[src/rtl/icache_responder.sv]
// Direct-mapped, one-word-per-block instruction cache responder.
// Hits return in the same cycle; a miss issues one memory read and fills the frame.
module icache_frame #(
    parameter int TAGW = 26
) (
    input  logic            CLK,
    input  logic            nRST,
    input  logic            we,
    input  logic [TAGW-1:0] wtag,
    input  logic [31:0]     wdata,
    output logic            valid,
    output logic [TAGW-1:0] tag,
    output logic [31:0]     data
);
    always_ff @(posedge CLK or negedge nRST) begin
        if (!nRST) begin
            valid <= 1'b0;
            tag   <= '0;
            data  <= '0;
        end else if (we) begin
            valid <= 1'b1;
            tag   <= wtag;
            data  <= wdata;
        end
    end
endmodule

module icache_responder #(
    parameter  int NSETS = 16,
    localparam int IDXW  = $clog2(NSETS),
    localparam int TAGW  = 30 - IDXW
) (
    input  logic        CLK,
    input  logic        nRST,
    input  logic        imemREN,
    input  logic [31:0] imemaddr,
    output logic        ihit,
    output logic [31:0] imemload,
    output logic        iREN,
    output logic [31:0] iaddr,
    input  logic        iwait,
    input  logic [31:0] iload
);
    typedef enum logic {IDLE, FETCH} state_t;

    state_t                       state;
    logic [29:0]                  missaddr;
    logic [IDXW-1:0]              idx, missidx;
    logic [TAGW-1:0]              atag, misstag;
    logic                         hit, fill_we;
    logic                         unused_offset;
    logic [NSETS-1:0]             frame_valid;
    logic [NSETS-1:0][TAGW-1:0]   frame_tag;
    logic [NSETS-1:0][31:0]       frame_data;

    // Byte offset never selects anything: the block is one word.
    assign unused_offset = ^imemaddr[1:0];

    assign idx     = imemaddr[IDXW+1:2];
    assign atag    = imemaddr[31:IDXW+2];
    assign missidx = missaddr[IDXW-1:0];
    assign misstag = missaddr[29:IDXW];

    assign hit      = (state == IDLE) && imemREN && frame_valid[idx]
                      && (frame_tag[idx] == atag);
    assign ihit     = hit;
    assign imemload = hit ? frame_data[idx] : 32'h0;
    assign iaddr    = {missaddr, 2'b00};
    assign fill_we  = (state == FETCH) && !iwait;

    for (genvar i = 0; i < NSETS; i++) begin : g_frame
        icache_frame #(.TAGW(TAGW)) u_frame (
            .CLK   (CLK),
            .nRST  (nRST),
            .we    (fill_we && (missidx == IDXW'(i))),
            .wtag  (misstag),
            .wdata (iload),
            .valid (frame_valid[i]),
            .tag   (frame_tag[i]),
            .data  (frame_data[i])
        );
    end

    // The fetch always runs to completion on the latched address; the
    // requester may move on or withdraw without aborting it.
    always_ff @(posedge CLK or negedge nRST) begin
        if (!nRST) begin
            state    <= IDLE;
            missaddr <= '0;
            iREN     <= 1'b0;
        end else begin
            case (state)
                IDLE: begin
                    if (imemREN && !hit) begin
                        missaddr <= imemaddr[31:2];
                        iREN     <= 1'b1;
                        state    <= FETCH;
                    end
                end
                FETCH: begin
                    if (!iwait) begin
                        iREN  <= 1'b0;
                        state <= IDLE;
                    end
                end
                default: state <= IDLE;
            endcase
        end
    end
endmodule

[config.mk]
export PLATFORM = sky130hd
export DESIGN_NAME = icache_responder
export DESIGN_NICKNAME = d
export VERILOG_FILES = /design/src/rtl/icache_responder.sv
export SDC_FILE = /design/constraint.sdc
export NUM_CORES = 1
export LEC_CHECK = 0
export ABC_AREA = 1
export BUFFER_PORTS_ARGS = -buffer_cell sky130_fd_sc_hd__buf_2
export CORE_ASPECT_RATIO = 0.8
export CORE_MARGIN = 2
export CORE_UTILIZATION = 46
export DETAILED_ROUTE_END_ITERATION = 7
export PLACE_DENSITY = 0.63
export SKIP_LAST_GASP = 1
export SYNTH_ARGS = -nofsm -noshare
export SYNTH_HDL_FRONTEND = slang
export SYNTH_SLANG_ARGS = --single-unit
[constraint.sdc]
create_clock -name CLK -period 4.1 [get_ports CLK]
set_input_delay 0.205 -clock CLK [delete_from_list [all_inputs] [get_ports CLK]]
set_output_delay 0.205 -clock CLK [all_outputs]
set_load 0.1 [all_outputs]
# Word-level counts from Yosys, hierarchy flattened
# Cells that the tools add are included.
dict set report totals {
  input_bits 68
  elab_cells 110
  output_inout_bits 66
  regBits 976
}
dict set report op_classes {
  muxes 13
  bitwise_logic 1
  order_cmp 1
  n_reduce_logical 26
  n_eq_ne 18
}
# cell n
set ops {}
lappend ops {{binary-select mux 32 bit (select 4 bit)} 1}
lappend ops {{binary-select mux 26 bit (select 4 bit)} 1}
lappend ops {{two-way mux 32 bit} 2}
lappend ops {{equality test 4 bit, second input constant} 8}
lappend ops {{equality test 26 bit} 1}
lappend ops {{two-way mux 26 bit} 1}
lappend ops {{logical AND 1 bit} 21}
lappend ops {{equality test 4 x 3 -> 1 bit, second input constant} 4}
lappend ops {{equality test 4 x 2 -> 1 bit, second input constant} 2}
lappend ops {{less-than comparator 4 x 5 -> 1 bit, second input constant} 1}
lappend ops {{two-way mux 1 bit} 5}
lappend ops {{binary-select mux 1 bit (select 4 bit)} 1}
lappend ops {{equality test 4 x 1 -> 1 bit, second input constant} 1}
lappend ops {{zero test 4 bit} 1}
lappend ops {{case mux 1 bit (2 select lines)} 2}
lappend ops {{AND reduction 2 bit} 2}
lappend ops {{zero test 1 bit} 2}
lappend ops {{inequality test 2 x 1 -> 1 bit, second input constant} 1}
lappend ops {{inequality test 2 bit, second input constant} 1}
lappend ops {{NOT 1 bit} 1}

# Logic depth before layout (Yosys ltp)
dict set report depth {
  depth_word 8
  mapped_depth 22
  depth_no_buf 18
}

# By module
# A second synthesis with hierarchy kept.
dict set report hier_totals {
  hier_cells 6246
  area_unflattened_um2 47115.2
}
# module cells_each seq_area_each_um2 n_inst area_each_um2
set by_module_without_submodules {}
lappend by_module_without_submodules {icache_frame 248 1476.4 16 2232.1}
lappend by_module_without_submodules {icache_responder 2278 800.8 1 11400.9}

# Worst setup path after synthesis
# OpenSTA, ideal clock, no wires.
dict set report synth_path {
  kind {input port to output port}
  start {input port imemaddr[3]}
  end {output port imemload[0]}
  setup_slack_ns 0.149
  path_stages 11
  n_path_buf 6
  required_ns 3.895
  t_arrival_ns 3.746
  path_cell_list {buf_2 -> inv_2 -> buf_6 -> buf_2 -> buf_2 -> buf_2 -> buf_2 -> a21oi_1 -> a221oi_1 -> o31ai_1 -> nor3_1}
}
dict set report synth_via {
  elab_chain_len 5
  elab_cells_between_ends 10
  classes_between {eq/ne: 1; mux: 7; reduce/logical: 2}
}
# item line
set synth_rtl {}
lappend synth_rtl {{start: declaration} 36} ;# input logic [31:0] imemaddr,
lappend synth_rtl {{binary-select mux 26 bit (select 4 bit) or binary-select mux 1 bit (select 4 bit) (tied branches)} {65, 64}}
lappend synth_rtl {{two-way mux 26 bit (implied by the code) or two-way mux 1 bit (tied branches)} {65, 64}}
lappend synth_rtl {{equality test 26 bit or logical AND 1 bit (tied branches)} {65, 64}}
lappend synth_rtl {{logical AND 1 bit} 65} ;# && (frame_tag[idx] == atag);
lappend synth_rtl {{two-way mux 32 bit (*)} 67} ;# assign imemload = hit ? frame_data[idx] : 32'h0;
lappend synth_rtl {{end: declaration} 38} ;# output logic [31:0] imemload,
# Mark *: on every way between the ends. The rest lies on a longest branch, timed or not. The select of a mux whose other input is x is not followed.

# Final worst setup path
dict set report layout_path {
  start {input port imemaddr[2]}
  end {output port imemload[31]}
}
# Same word-level chain as after synthesis.

==> results.md <==
* Met1 Wirelength at 62500 um
* Flop pwr share at 48.4%
* Die H at 283 um
* Pwr Density at 632 nW/um2
* Worst r2r dst: missaddr[10]$_DFFE_PN0P_
* Die ar. at 99500 um2
* Flops & latches, synth at 976
* Cell Rows at 102
* Status: completed
* Slew HR at 23.6%
* Final HPWL DP at 73700 um
* WL met3 at 9430 um
* Cell variety after synth at 34
* Share of layout cells above drive strength 1 at 8.26%
* Clock power share at 29.5%
* CP arrival at 3.42 ns
* Vias in the first global route at 35300
* Utilization after layout at 52.2%
* Most instantiated cells after synthesis: nand2_1, o21ai_0, dfrtp_1, clkbuf_1, nand3_1
* Post-Synthesis Cells at 5434
* Nets at 5414
* Most frequent cell after synthesis: nand2_1
* # H-tree levels at 3
* GP Congestion at 0.846
* Sequential fraction of the synthesis area at 54.8%
* WL/cell at 20.2 um
* Vias per cell at 5.59
* Switch Pwr at 0.0104 W
* TritonCTS clock tree: built
* Max-cap violations at 0
* Drt drc at 0
* Crit path launch type: input pin
* CTS max path bufs at 3
* Synth top area cells: dfrtp_1, nand2_1, o21ai_0, nand3_1, clkbuf_1
* Post-synth ARST share at 100%
* Crit path time final at 3.62 ns
* Worst skew pair latency at 0.70 ns
* Slew @ Worst Pin at 1.14 ns
* Syn_area_per_cell at 8.21 um2
* Post-Syn Area at 44600 um2
* PostCTS Resize Cnt at 0
* Core area at 96500 um2
* P&R area growth vs syn at 13.0%
* Final WS setup at 0.478 ns
* Largest net degree at the start of global routing at 118
* DR vias at 37600
* Post-DRT Antenna Nets at 0
* R2R Setup Slk at 1.41 ns
* Largest stage delay, worst path at 0.51 ns
* Routed wire length at 136000 um
* Global Route Usage Sum at 27.2%
* Drt pass-1 iters at 8
* First-pass GRT wire length at 213000 um
* R2R depth at 15
* Yosys top cell area share at 54.8%
* Die W at 352 um
* CP startpoint: imemaddr[2]
* Final Cycle Share at 88.4%
* Synthesis Warnings at 0
* # Post-CTS Setup Buffers at 0
* Critical path data required time at 3.89 ns
* Int Power at 0.0215 W
* Switching share of power at 32.6%
* Detailed router's first-iteration violation count at 3723
* RSZ-0062 raised after global routing: false
* CTS clock-pin slew for the worst setup and hold paths at 0.06 ns
* Routed met2 length at 60600 um
* Final Max Slew Viols at 0
* Static leakage at 23.6 nW
* Prevailing post-synth register cell: dfrtp_1
* Initial Util at 46.2%
* HP Class: in -> reg
* # setup viols final at 0
* TritonCTS Buffers at 102
* CTS Sinks at 976
* Crit Path Class: in -> out
* Post-synth EDFFs at 0
* Setup WS pre-CTS at 0.486 ns
* Worst vdd ir at 0.388 mV
* GRT overflow at 0
* Initial antenna violation count at 5
* Setup TNS at 0 ns
* Yosys top cell by area: dfrtp_1
* Final Hold Vio Count at 0
* Hold WS at 0.0213 ns
* Power Total at 0.0318 W
* Worst path cell trace: buf_8 > buf_12 > buf_4 > a21oi_1 > o21ai_0 > nand3_1 > nand3_1 > nand2_1 > nand4_1 > nor2_1 > nand3b_4 > buf_4 > nor3_1 > buf_12
* IO buf count at 129
* Ports at 134
* Root Buffer Master: clkbuf_16
* Comb pwr share at 22.1%
* Min-delay src: iload[23]
* DR top layer: met5
* Worst-path fanout max at 91
* Origin of the critical flop-to-flop path: state$_DFF_PN0_
* Max Clk Rate at 276 MHz
* CP max stage cell: buf_4
* Max Clock Skew at 0.0272 ns
* CP endpoint kind: primary output
* Crit path to: imemload[31]
## per-layer routing
layer  global-route usage, %  up-vias
li1                        -    17700
met3                    3.98      215
met2                    42.4     1332
met4                    7.39        4
met5                       0        -
met1                    39.9    18300
## flip-flops by register name, indices dropped and copies added (netlist names)
register,count
g_frame.u_frame.tag,416
g_frame.u_frame.valid,16
missaddr,30
iREN,1
state,1
g_frame.u_frame.data,512
## per-stage QoR
stage | std cells | cell area, um2
2_1_floorplan | 5435 | 44600
3_3_place_gp | 6511 | 46700
3_5_place_dp | 6511 | 46700
4_1_cts | 6722 | 50400
5_1_grt | 6723 | 50400
6_report | 6723 | 50400
## power by group through the flow
stage	registers (W)	logic (W)	clock network (W)
3_3_place_gp	0.0154	0.00677	0
2_1_floorplan	0.0155	0.00494	0
6_report	0.0154	0.00703	0.00939
5_1_grt	0.0159	0.00822	0.00992
4_1_cts	0.0154	0.00706	0.00952
3_5_place_dp	0.0155	0.00702	0
## kinds of logic after synthesis
| group | Yosys count | share of synthesized area, % |
|---|---|---|
| AND/OR/NAND/NOR | 2279 | 20.5 |
| AO/OA/AOI/OAI | 1461 | 18.1 |
| flip-flops | 976 | 54.8 |
| buffers and inverters | 717 | 6.64 |
| other | 1 | 0.00841 |
## layout by cell type, fill, tap and decap left out, types with 7 or more instances in the layout
master,count
clkinv_2,15
bufinv_16,7
clkbuf_8,21
nor3_2,29
buf_12,61
nand2_1,1796
buf_2,92
nand3_1,269
a32o_1,26
buf_4,79
o211ai_1,49
inv_1,251
nand2_4,17
o21ai_0,980
o21ai_1,27
o31ai_1,29
dfrtp_1,976
a221o_1,26
a221oi_1,76
clkbuf_1,27
nor3_1,7
clkbuf_16,102
nor2_1,145
a21oi_1,243
dlygate4sd3_1,31
## final cells by class
class                      count  area, um2
antenna                        1       2.50
clock buffer                 149       2930
clock inverter                31        445
fill                        9043      46100
inverter                     257        996
multi-input combinational   3742      17300
sequential                   976      24400
tap                         1300       1630
timing repair buffer         267       2640
## repair_timing
item	4_1_cts	5_1_grt
endpoints found under the setup margin	0	0
hold endpoints to repair	133	0
hold buffers	31	0
## worst min-delay path by stage
stage,to,cells past startpoint
3_3_place_gp,g_frame[11].u_frame.tag[22]$_DFFE_PN0P_,1
4_1_cts,g_frame[14].u_frame.data[21]$_DFFE_PN0P_,3
2_1_floorplan,g_frame[0].u_frame.data[0]$_DFFE_PN0P_,0
6_report,g_frame[11].u_frame.data[23]$_DFFE_PN0P_,3
3_5_place_dp,g_frame[13].u_frame.tag[22]$_DFFE_PN0P_,1
5_1_grt,g_frame[2].u_frame.data[8]$_DFFE_PN0P_,3
## critical path: cells and delay by family
kind | cells | cell delay (ns)
buffers and inverters | 5 | 2.02
AND/OR/NAND/NOR | 7 | 0.84
AO/OA/AOI/OAI | 2 | 0.25
(Power assumes the default switching activity.)
